### src/rtl/mem_port_arbiter_pkg.sv
// mem_arb_pkg: shared FSM states, port ids and MEM_LAT range check for mem_port_arbiter.
package mem_arb_pkg;
  typedef enum logic [1:0] {IDLE, ACCESS, RESP} state_t;
  localparam logic PORT_IF = 1'b0;
  localparam logic PORT_D  = 1'b1;
  function automatic logic mem_lat_ok(int lat);
    return (lat >= 1) && (lat <= 15);
  endfunction
endpackage

### src/rtl/mem_port_arbiter_pick.sv
// mem_arb_pick: combinational grant select; round-robin on ties when MEM_ARB_RR_EN is defined,
// otherwise the data port always wins.
module mem_arb_pick
  import mem_arb_pkg::*;
(
  input  logic i_req,
  input  logic d_req,
`ifdef MEM_ARB_RR_EN
  input  logic last_grant,
`endif
  output logic gnt_valid,
  output logic gnt_port
);
  assign gnt_valid = i_req | d_req;
`ifdef MEM_ARB_RR_EN
  assign gnt_port = (i_req && d_req) ? ~last_grant : (d_req ? PORT_D : PORT_IF);
`else
  assign gnt_port = d_req ? PORT_D : PORT_IF;
`endif
endmodule

### src/rtl/mem_port_arbiter.sv
// mem_port_arbiter: shares one single-port memory between IF fetch and MEM data accesses.
// MEM_ARB_RR_EN selects round-robin tie breaking instead of fixed data-port priority.
module mem_port_arbiter
  import mem_arb_pkg::*;
#(
  parameter int ADDR_W  = 32,
  parameter int DATA_W  = 32,
  parameter int MEM_LAT = 1
) (
  input  logic              clk,
  input  logic              rst_n,
  input  logic              i_req,
  input  logic [ADDR_W-1:0] i_addr,
  output logic [DATA_W-1:0] i_rdata,
  output logic              i_ack,
  input  logic              d_req,
  input  logic              d_we,
  input  logic [ADDR_W-1:0] d_addr,
  input  logic [DATA_W-1:0] d_wdata,
  output logic [DATA_W-1:0] d_rdata,
  output logic              d_ack,
  output logic [ADDR_W-1:0] mem_addr,
  output logic [DATA_W-1:0] mem_wdata,
  output logic              mem_we,
  output logic              mem_re,
  input  logic [DATA_W-1:0] mem_rdata
);
  if (!mem_lat_ok(MEM_LAT)) begin : g_bad_lat
    $error("mem_port_arbiter: MEM_LAT must be in 1..15");
  end
  state_t            state_q;
  logic              port_q;
  logic [ADDR_W-1:0] addr_q;
  logic [DATA_W-1:0] wdata_q;
  logic [3:0]        wait_q;
  logic              mem_we_q;
  logic              mem_re_q;
  logic              i_ack_q;
  logic              d_ack_q;
  logic [DATA_W-1:0] i_rdata_q;
  logic [DATA_W-1:0] d_rdata_q;
  logic              gnt_valid;
  logic              gnt_port;
`ifdef MEM_ARB_RR_EN
  logic              last_q;
`endif
  mem_arb_pick u_pick (
    .i_req     (i_req),
    .d_req     (d_req),
`ifdef MEM_ARB_RR_EN
    .last_grant(last_q),
`endif
    .gnt_valid (gnt_valid),
    .gnt_port  (gnt_port)
  );
  // Memory sees only latched values, so requester inputs may change once granted.
  always_ff @(posedge clk or negedge rst_n) begin
    if (!rst_n) begin
      state_q   <= IDLE;
      port_q    <= PORT_IF;
      addr_q    <= '0;
      wdata_q   <= '0;
      wait_q    <= '0;
      mem_we_q  <= 1'b0;
      mem_re_q  <= 1'b0;
      i_ack_q   <= 1'b0;
      d_ack_q   <= 1'b0;
      i_rdata_q <= '0;
      d_rdata_q <= '0;
`ifdef MEM_ARB_RR_EN
      last_q    <= PORT_IF;
`endif
    end else begin
      i_ack_q <= 1'b0;
      d_ack_q <= 1'b0;
      case (state_q)
        IDLE: if (gnt_valid) begin
          port_q   <= gnt_port;
          addr_q   <= (gnt_port == PORT_D) ? d_addr : i_addr;
          wdata_q  <= (gnt_port == PORT_D) ? d_wdata : '0;
          mem_we_q <= (gnt_port == PORT_D) && d_we;
          mem_re_q <= !((gnt_port == PORT_D) && d_we);
          wait_q   <= 4'(MEM_LAT - 1);
          state_q  <= ACCESS;
`ifdef MEM_ARB_RR_EN
          last_q   <= gnt_port;
`endif
        end
        ACCESS: if (wait_q != 4'd0) wait_q <= wait_q - 4'd1;
        else begin
          if (mem_re_q && port_q == PORT_D) d_rdata_q <= mem_rdata;
          if (mem_re_q && port_q == PORT_IF) i_rdata_q <= mem_rdata;
          i_ack_q  <= (port_q == PORT_IF);
          d_ack_q  <= (port_q == PORT_D);
          mem_we_q <= 1'b0;
          mem_re_q <= 1'b0;
          state_q  <= RESP;
        end
        default: state_q <= IDLE;
      endcase
    end
  end
  assign mem_addr  = addr_q;
  assign mem_wdata = wdata_q;
  assign mem_we    = mem_we_q;
  assign mem_re    = mem_re_q;
  assign i_ack     = i_ack_q;
  assign d_ack     = d_ack_q;
  assign i_rdata   = i_rdata_q;
  assign d_rdata   = d_rdata_q;
endmodule

### config.mk
export PLATFORM = sky130hd
export DESIGN_NAME = mem_port_arbiter
export DESIGN_NICKNAME = d
export VERILOG_FILES = /design/src/rtl/mem_port_arbiter_pkg.sv /design/src/rtl/mem_port_arbiter_pick.sv /design/src/rtl/mem_port_arbiter.sv
export SDC_FILE = /design/constraint.sdc
export NUM_CORES = 1
export LEC_CHECK = 0
export CAP_MARGIN = 30
export CORE_MARGIN = 1
export CORE_UTILIZATION = 44
export CTS_CLUSTER_SIZE = 10
export DETAILED_ROUTE_END_ITERATION = 8
export HOLD_SLACK_MARGIN = 0.15
export PLACE_DENSITY = 0.85
export SKIP_CTS_REPAIR_TIMING = 1
export SYNTH_ARGS = -nofsm -noshare
export SYNTH_HDL_FRONTEND = slang
export SYNTH_SLANG_ARGS = --single-unit
### constraint.sdc
create_clock -name clk -period 5.51 [get_ports clk]
set_input_delay 1.102 -clock clk [delete_from_list [all_inputs] [get_ports clk]]
set_output_delay 1.102 -clock clk [all_outputs]
set_load 0.01 [all_outputs]
==> metrics <==
initial core utilization=45.8%; FMAX=372 MHz; Synth cell types=32; Placed Cells=777; diode count=0; clk_skew=0.0123 ns; post-layout minimum cycle time=2.69 ns; run status=completed; CP startpoint kind=input pin; Clk network pwr share=23.7%; # setup viols final=0; Layout Nets=763; crit path kind=input pin to register; clock latency at the later pin of the worst-skew pair=0.41 ns; routed via count=4029; synth warn=0; CP arrival=3.03 ns; die area=13200 um^2; finished layout cell area=9080 um^2; Sequential Power Share=34.5%; DR iter-0 viols=165; register area share after synthesis=62.2%; fillers=851; Chip Height=115 um; largest net degree at the start of global routing=88; clock root cell=clkbuf_16; worst setup margin=2.82 ns; Post-Syn Area=5590 um^2; TNS Setup=0 ns; clock-pin slew on the worst setup and hold paths=0.06 ns; period utilization=48.8%; DP Worst Slack=2.40 ns; r2r setup slk=3.20 ns; syn nets=494; combinational share of power=41.8%; worst-case clock buffer depth=2; worst-margin pin slew=0.768 ns; WL/cell=17.4 um; RSZ-0062 raised after global routing=false; remaining global-route overflow=0; net switching power=0.00152 W; Tot GR Track Use=22.2%; total CTS buffers=17; drt drc=0; Hold WC Path Type=register to register; maxcap violations=0; ANT nets after route=0; Avg Inst Size Synth=15.6 um^2; placed instance area=8430 um^2; P_int=0.00369 W; H-tree levels=4; Non-Filler Instances=809; Slew Viols, Final=0; worst-path fanout max=35; Max IR drop VDD=250 uV; Final Hold Fails=0; CTS sink count=139; P_leak=3.85 nW; share of layout cells above drive strength 1=26.1%; CP endpoint kind=register; CTS tree=built; router iterations before antenna repair=4; Via density=4.98; initial antenna violation count=0; Rows=40; Area Growth Syn to Fin=62.5%; Sw Ratio=29.2%; first-pass GRT wire length=22100 um; vias in the first global route=4342; io pins=265; Rel. slew slack=48.8%; Core ar.=12200 um^2; Total Routed Length=14100 um; required time of the critical path=5.85 ns; RePlAce Congestion=0.759; FF+latch count, synth=139; P per Cell Area=573 nW/um^2; HPWL after DPL=10200 um; Port-buffer cells=264; Gate Count Post-Synth=359; Die X=115 um
cells by family (layout without fill, tap and decap cells):
| logic type | count (synthesis) | count (layout) | synth area share, % |
|---|---|---|---|
| multiplexers | 128 | 128 | 25.8 |
| adder cells (fa/ha/maj) | 2 | 2 | 0.448 |
| buffers and inverters | 26 | 308 | 2.57 |
| AND/OR/NAND/NOR | 20 | 20 | 2.48 |
| AO/OA/AOI/OAI | 44 | 44 | 6.49 |
| flip-flops | 139 | 139 | 62.2 |
through the flow:
stage          hold slack (ns)  utilization, %  power, W
5_1_grt                  0.509            74.4   0.00548
3_5_place_dp             0.482            69.1   0.00399
4_1_cts                  0.498            74.4   0.00526
2_1_floorplan            0.444               -   0.00272
6_report                 0.495            74.4   0.00521
3_3_place_gp             0.468            68.5   0.00387
final timing paths:
check	cells after the start	start	end
setup / recovery	5	d_req	mem_wdata[18]
hold / removal	1	d_rdata[11]	d_rdata[11]
setup reg to reg	6	wait_q[0]	i_rdata[3]
hold reg to reg	1	d_rdata[11]	d_rdata[11]
max in group asynchronous	2	rst_n	i_rdata[31]
min in group asynchronous	1	rst_n	d_rdata[11]
cell usage after synthesis:
cell	number	area share, %
nand4b_1	1	0.16
dfrtp_1	139	62
nand2b_1	2	0.22
o311ai_0	1	0.16
ha_1	2	0.45
buf_2	7	0.63
inv_1	4	0.27
o21ai_1	1	0.089
nand3_1	2	0.18
buf_1	1	0.067
a22o_1	32	5.0
mux2_1	4	0.81
or3_1	1	0.11
mux2_2	124	25
and3_1	1	0.11
clkbuf_1	7	0.47
a21o_1	1	0.13
a211oi_1	1	0.13
buf_4	4	0.54
and2_1	1	0.11
buf_6	3	0.60
o21ai_0	4	0.36
nor3_1	2	0.18
nor3b_4	1	0.34
nand2_1	3	0.20
nand4b_2	1	0.27
and4_1	1	0.16
nor2b_4	1	0.25
a32o_1	1	0.18
o211ai_1	2	0.27
nor2_1	3	0.20
a221oi_1	1	0.16
power by group through the flow:
stage / Clock [W] / Combinational [W] / Sequential (W)
6_report: 0.00123 / 0.00218 / 0.00180
5_1_grt: 0.00130 / 0.00232 / 0.00186
4_1_cts: 0.00126 / 0.00221 / 0.00180
3_5_place_dp: 0 / 0.00219 / 0.00180
3_3_place_gp: 0 / 0.00210 / 0.00177
2_1_floorplan: 0 / 0.000734 / 0.00198
cell type report:
cell class,instances,area (um^2),share of cell area [%]
inverter,4,15.0,0.165
clock inverter,13,218,2.40
clock buffer,19,433,4.77
multi-input combinational,194,1980,21.8
sequential,139,3480,38.3
tap,168,210,2.31
timing repair buffer,272,2750,30.3
routing by layer:
metal	global-route usage (%)	share of wire, %	up-vias
met4	7.71	1.7	0
li1	-	-	1851
met5	0	0	-
met1	25.2	39	1991
met3	6.67	6.7	17
met2	40.0	53	170
sequential cells by signal (all words and copies together), names as in the netlist:
register / count
i_ack: 1
d_ack: 1
mem_wdata: 32
state_q: 2
mem_we: 1
port_q: 1
d_rdata: 32
wait_q: 4
i_rdata: 32
mem_re: 1
mem_addr: 32
placed cells by master (no fill, tap or decap), drive strengths merged, types with 2 or more instances in the layout:
cell,Yosys,layout
mux2,128,128
nor2,3,3
nand4b,2,2
nand2b,2,2
nand3,2,2
dfrtp,139,139
ha,2,2
clkdlybuf4s50,0,263
clkinv,0,6
o211ai,2,2
nand2,3,3
buf,15,9
inv,4,5
nor3,2,2
o21ai,5,5
a22o,32,32
bufinv,0,5
clkbuf,7,19
worst max-delay path: stages:
cell and delay [ns]:
clkdlybuf4s50_1 0.46, buf_4 0.39, and2_1 0.67, buf_8 0.24, a22o_1 0.15
Note: power is estimated with default switching activity, not from simulation.
